<file path="src/rtl/full_adder_pkg.sv">
`default_nettype none
// ============================================================================
//  Module      : full_adder_pkg
//  Description : Shared types and the single-bit full-adder equation used by
//                the ripple-carry cell.
//  Revision    : 1.0  initial release
// ============================================================================
package full_adder_pkg;

    // Largest operand width the ripple chain is intended to be built at.
    localparam int C_MAX_WIDTH = 64;

    // Result of one full-adder cell.
    typedef struct packed {
        logic cout;
        logic s;
    } fa_result_t;

    // Classic full-adder equations: the carry propagates only when exactly
    // one operand bit is set, and is generated when both are.
    function automatic fa_result_t fa_cell(input logic a, input logic b, input logic cin);
        fa_result_t r;
        logic       p;
        p      = a ^ b;
        r.s    = p ^ cin;
        r.cout = (a & b) | (cin & p);
        return r;
    endfunction

endpackage
`default_nettype wire

</file>
<file path="src/rtl/full_adder_if.sv">
`default_nettype none
// ============================================================================
//  Module      : full_adder_if
//  Description : Operand / result bundle of the registered full adder.
//                master drives operands, slave (the adder) drives results.
//  Revision    : 1.0  initial release
// ============================================================================
interface full_adder_if #(
    parameter int WIDTH = 1
);
    logic             in_valid;
    logic [WIDTH-1:0] left;
    logic [WIDTH-1:0] right;
    logic             past_carry;
    logic [WIDTH-1:0] sum;
    logic             carry;
    logic             out_valid;

    modport master (
        output in_valid,
        output left,
        output right,
        output past_carry,
        input  sum,
        input  carry,
        input  out_valid
    );

    modport slave (
        input  in_valid,
        input  left,
        input  right,
        input  past_carry,
        output sum,
        output carry,
        output out_valid
    );
endinterface
`default_nettype wire

</file>
<file path="src/rtl/full_adder_bit.sv">
`default_nettype none
// ============================================================================
//  Module      : full_adder_bit
//  Description : Purely combinational 1-bit full-adder cell (a, b, cin ->
//                s, cout). Building block of the ripple chain.
//  Revision    : 1.0  initial release
// ============================================================================
module full_adder_bit
    import full_adder_pkg::*;
(
    input  wire logic a,
    input  wire logic b,
    input  wire logic cin,
    output logic      s,
    output logic      cout
);

    fa_result_t w_res;

    // One cell of the chain; no state, no lookahead.
    always_comb begin
        w_res = fa_cell(a, b, cin);
        s     = w_res.s;
        cout  = w_res.cout;
    end

endmodule
`default_nettype wire

</file>
<file path="src/rtl/full_adder.sv">
`default_nettype none
// ============================================================================
//  Module      : full_adder
//  Description : Registered WIDTH-bit ripple-carry adder.
//                {carry, sum} = left + right + past_carry, one cycle latency,
//                full throughput, results held while in_valid is low.
//  Revision    : 1.0  initial release
// ============================================================================
module full_adder
    import full_adder_pkg::*;
#(
    parameter int WIDTH = 1
) (
    input  wire logic     clk,
    input  wire logic     rst_n,
    full_adder_if.slave   bus
);

    // Carry chain: w_chain[0] is the incoming carry, w_chain[WIDTH] the
    // carry-out of the most significant cell.
    logic [WIDTH:0]   w_chain;
    logic [WIDTH-1:0] w_sum;

    logic [WIDTH-1:0] r_sum;
    logic             r_carry;
    logic             r_out_valid;

    assign w_chain[0] = bus.past_carry;

    generate
        for (genvar gi = 0; gi < WIDTH; gi++) begin : g_bit
            full_adder_bit u_cell (
                .a    (bus.left[gi]),
                .b    (bus.right[gi]),
                .cin  (w_chain[gi]),
                .s    (w_sum[gi]),
                .cout (w_chain[gi+1])
            );
        end
    endgenerate

    // Output registers: capture on valid, hold otherwise; reset wins over
    // a valid operand set at the same edge. Operands are only looked at
    // when in_valid is high, so unknowns on idle cycles never reach sum.
    always_ff @(posedge clk) begin
        if (!rst_n) begin
            r_sum       <= '0;
            r_carry     <= 1'b0;
            r_out_valid <= 1'b0;
        end else begin
            r_out_valid <= bus.in_valid;
            if (bus.in_valid) begin
                r_sum   <= w_sum;
                r_carry <= w_chain[WIDTH];
            end
        end
    end

    assign bus.sum       = r_sum;
    assign bus.carry     = r_carry;
    assign bus.out_valid = r_out_valid;

endmodule
`default_nettype wire

</file>
<file path="src/flat_wrapper.sv">
// flat-port wrapper written by rule: the top's interface ports become plain ports
module full_adder_flat import full_adder_pkg::*;
#(
    parameter int WIDTH = 1
)
  (clk, rst_n, bus_in_valid, bus_left, bus_right, bus_past_carry, bus_sum, bus_carry, bus_out_valid);
  full_adder_if #(.WIDTH(WIDTH)) bus_i ();
  input  wire logic clk;
  input  wire logic rst_n;
  input wire logic [$bits(bus_i.in_valid)-1:0] bus_in_valid;
  input wire logic [$bits(bus_i.left)-1:0] bus_left;
  input wire logic [$bits(bus_i.right)-1:0] bus_right;
  input wire logic [$bits(bus_i.past_carry)-1:0] bus_past_carry;
  output wire logic [$bits(bus_i.sum)-1:0] bus_sum;
  output wire logic [$bits(bus_i.carry)-1:0] bus_carry;
  output wire logic [$bits(bus_i.out_valid)-1:0] bus_out_valid;
  assign bus_i.in_valid = bus_in_valid;
  assign bus_i.left = bus_left;
  assign bus_i.right = bus_right;
  assign bus_i.past_carry = bus_past_carry;
  assign bus_sum = bus_i.sum;
  assign bus_carry = bus_i.carry;
  assign bus_out_valid = bus_i.out_valid;
  full_adder #(.WIDTH(WIDTH)) u_core (.clk(clk), .rst_n(rst_n), .bus(bus_i));
endmodule
</file>
<file path="config.mk">
export PLATFORM = sky130hd
export DESIGN_NAME = full_adder_flat
export DESIGN_NICKNAME = d
export VERILOG_FILES = /design/src/rtl/full_adder_pkg.sv /design/src/rtl/full_adder_if.sv /design/src/rtl/full_adder_bit.sv /design/src/rtl/full_adder.sv /design/src/flat_wrapper.sv
export SDC_FILE = /design/constraint.sdc
export NUM_CORES = 1
export LEC_CHECK = 0
export CAP_MARGIN = 20
export CORE_AREA = 3 3 40 42
export DETAILED_ROUTE_END_ITERATION = 6
export DIE_AREA = 0 0 43 45
export SYNTH_ARGS = -nofsm -noshare
export SYNTH_HDL_FRONTEND = slang
export SYNTH_SLANG_ARGS = --single-unit
</file>
<file path="constraint.sdc">
create_clock -name clk -period 1.49 [get_ports clk]
set_input_delay 0.447 -clock clk [delete_from_list [all_inputs] [get_ports clk]]
set_output_delay 0.447 -clock clk [all_outputs]
set_load 0.03 [all_outputs]
</file>
Yosys cells after proc, flatten, opt, wreduce, memory -nomap -nowiden:

Index checks and enable logic that the tools add are counted.
W data, S select, Z words.

* bitwise gates (word level): 5

Operator list (number)
* $and A1 B1 Y1: 2
* $xor A1 B1 Y1: 2
* $or A1 B1 Y1: 1

* register bits after elaboration: 3
* bits of input ports: 6
* output and inout bits: 3
* word-level logic and storage cells: 8

Longest topological paths before layout:

* depth after elaboration: 3
* mapped depth: 3
* gate-level depth less buffers: 3

By module:

From an unflattened synthesis, not the netlist that was laid out.

* cells, all modules: 9
* area, all modules: 120.1 um^2

By module, submodules not included
* full_adder: instances 1, cells an instance 8, area an instance 100.1 um^2, seq. area each 60.1 um^2
* full_adder_bit: instances 1, cells an instance 1, area an instance 20.0 um^2, seq. area each 0.0 um^2

Least setup slack after synthesis:

Ideal clock, no wire load.

* kind: input-to-reg
* from: input bus_past_carry
* to: register u_core.r_sum, in the netlist u_core.bus.sum
* library setup time: 0.116 ns
* arrival: 1.075 ns
* required time: 1.374 ns
* setup slack: 0.299 ns
* cell stages on the path: 3
* path buffers: 0
* cell sequence: fa_1 -> mux2i_1 -> nor2b_1

* longest elaborated chain between the ends: 1

RTL lines
* start, declared: line flat_wrapper.sv:13 `input wire logic [$bits(bus_i.past_carry)-1:0] bus_past_carry;`
* $xor A1 B1 Y1: line full_adder_pkg.sv:25 `r.s = p ^ cin;`
* end signal, assigned: line full_adder.sv:53 `r_sum <= w_sum;`
* end, declared: line full_adder.sv:24 `logic [WIDTH-1:0] r_sum;`

No other way between the ends.
A chain may end at the register's enable or synchronous reset.

Final worst setup path:

* from: input bus_right
* to: register u_core.r_sum, in the netlist u_core.bus.sum

* longest elaborated chain between the ends: 2

RTL lines
* start, declared: line flat_wrapper.sv:12 `input wire logic [$bits(bus_i.right)-1:0] bus_right;`
* $xor A1 B1 Y1: line full_adder_pkg.sv:24 `p = a ^ b;`
* $xor A1 B1 Y1: line full_adder_pkg.sv:25
* net u_core.g_bit[0].u_cell.s: line full_adder_bit.sv:14 `output logic s,`

The timed path passes the listed nets, and every way through them passes these cells.

==> flow_summary.toml <==
[outcome]
status = "finished clean"

[synth]
synthesis.nets = 16
synth_most_common_cell = "dfxtp_1"
synthTopCellsByArea = "dfxtp_1, fa_1, mux2i_1"
yosysWarnings = 0
synth_cells = 9
async_reset_ff_frac = 0
yosysTopAreaCell = "dfxtp_1"
syn-cell-area_sq_um = 120
ys_types = 5
synth-main-ff-cell = "dfxtp_1"
synth_top_area_share = 0.500
synth_seq_cells = 3
synth_common_cells = "dfxtp_1, mux2i_1, nor2b_1"
synth_edf_count = 0
syn_avg_cell_area_sq_um = 13.3
ys_seq_area_frac = 0.500

[global_route]
grt_max_degree = 4
first_global_vias = 141
grt.overflow.total = 0
antenna_found_initial = 0
grt_usage = 0.0408
grt_pass1_wl_um = 476

[power_and_ir_drop]
power.density_nw_per_um2 = 1130
p_leak_nw = 0.116
irDropWorstVdd_mv = 0.208
p_total_mw = 0.276

[floorplanning]
start_util = 0.0935
die_width_um = 43
core-area_sq_um = 1280
die-area_sq_um = 1940
dieHeight_um = 45
row_count = 13
ios = 9

[placement]
gp_congestion = 0.623
numPortBuffers = 8

[critical_path]
worstPathMaxFanout = 1
crit_slowest_cell = "clkdlybuf4s50_1"
critical_path_class = "input port to register"
crit_buf_inv = 1
path_cells = "clkdlybuf4s50_1 -> fa_1 -> mux2i_1 -> nor2b_1"
regToRegSetupSlack_ns = 0.88
max_stage_delay_ns = 0.48
cp-start-kind = "input port"
cp.arrival_ns = 1.56
crit_required_ns = 1.61
critPathTopFamily = "buffers and inverters"
cp-end-kind = "register"

[route]
routed_wl_um = 312
viasPerCell = 3.22
vias = 116
drtIter0Drc = 0
antenna_left = 0
drc = 0
dr.pass1.iters = 1
wire_per_inst_um = 8.67

[flow_run]
max_cap_violations = 0

[cells_and_area]
diodes = 0
area_growth_pct = 103
nets = 29
fin_util = 0.190
num-fill-cells = 148
drive_above_1_share = 0.190

[clock_network]
root_buffer = "clkbuf_4"
clkTransAtPathRegs_ns = 0.04
cts_buffers = 3
cts_tree = "built"
cts_setup_buffers = 0
htreeDepth = 1
cts_buffer_depth = 2
clk_latency_ns = 0.23
cts_num_sinks = 3

[timing]
setup_viol = 0
slew_headroom = 0.799
worstMarginPinSlew_ns = 0.303
fin_setup_tns_ns = 0
clock_skew_ns = 0
fmax_ghz = 0.690
post-route-period-util = 0.972
fin_crit_ns = 1.45
rsz0062_at_grt = "no"
finalMaxSlewViolations = 0
finalHoldViolations = 0

[worst_hold_path]
hold_path_class = "register to register"
==> worst paths after layout <==
check                                              startpoint                            end  depth (start not counted)
worst max-delay path                                bus_right    u_core.bus.sum$_SDFFE_PN0P_                          4
worst min-delay path            u_core.bus.carry$_SDFFE_PN0P_  u_core.bus.carry$_SDFFE_PN0P_                          2
worst max register to register    u_core.bus.sum$_SDFFE_PN0P_    u_core.bus.sum$_SDFFE_PN0P_                          2
worst min register to register  u_core.bus.carry$_SDFFE_PN0P_  u_core.bus.carry$_SDFFE_PN0P_                          2
==> metrics by stage <==
stage | instances | cell area, sq um | worst slack [ns] | hold slack, ns
after floorplan | 9 | 120 | 0.299 | 0.575
final | 36 | 244 | 0.0411 | 0.530
after detailed placement | 32 | 219 | -0.209 | 0.511
after global routing | 36 | 244 | 0.00757 | 0.561
after global placement | 32 | 219 | -0.184 | 0.501
after CTS | 36 | 241 | 0.00775 | 0.540
==> worst reg2reg max path, stage by stage, from the launching register on <==
cell and delay [ns]:
dfxtp_1 0.30, mux2i_1 0.13, nor2b_1 0.07
==> registers in the layout, indices dropped and copies added (netlist names) <==
register / cells
u_core.bus.carry: 1
u_core.bus.sum: 1
u_core.bus.out_valid: 1
==> layout by cell type (no fill, tap or decap), drive strengths merged <==
cell type and n:
nor2b 2, dlymetal6s2s 1, mux2i 2, and2 1, clkbuf 4, dfxtp 3, dlygate4sd2 3, fa 1
clkdlybuf4s50 4
==> routing by layer <==
layer / GRT usage / vias to the layer above / wire length (um)
met4: 0.0361 / 0 / 0
li1: - / 52 / -
met5: 0 / - / 0
met3: 0.0558 / 0 / 60
met2: 0.0539 / 7 / 148
met1: 0.0266 / 57 / 102
==> logic make-up (layout without fill, tap and decap cells) <==
kind of cell	count (synthesis)	count (layout)	synth area share
AND/OR/NAND/NOR	3	3	0.167
buffers and inverters	0	12	0
multiplexers	2	2	0.167
adder cells (fa/ha/maj)	1	1	0.167
flip-flops	3	3	0.500
==> report_power, final <==
part | switching (mW) | internal [mW] | total (mW)
Combinational | 0.0233 | 0.0245 | 0.0478
Clock | 0.0392 | 0.100 | 0.139
Sequential | 0.00241 | 0.0867 | 0.0891
==> repair_timing <==
action | in CTS | in global routing
endpoints found under the setup margin | 3 | 1
pin swaps | 0 | 1
gates resized for setup | 3 | 1
hold buffers | 0 | 0
==> final cells by class <==
cell class / count / area (sq um) / share of cell area
Sequential cell: 3 / 60.1 / 0.246
Multi-Input combinational cell: 6 / 60.1 / 0.246
Tap cell: 15 / 18.8 / 0.0769
Clock buffer: 4 / 26.3 / 0.108
Timing Repair Buffer: 8 / 78.8 / 0.323
No activity file was read; power rests on OpenSTA's default activity.
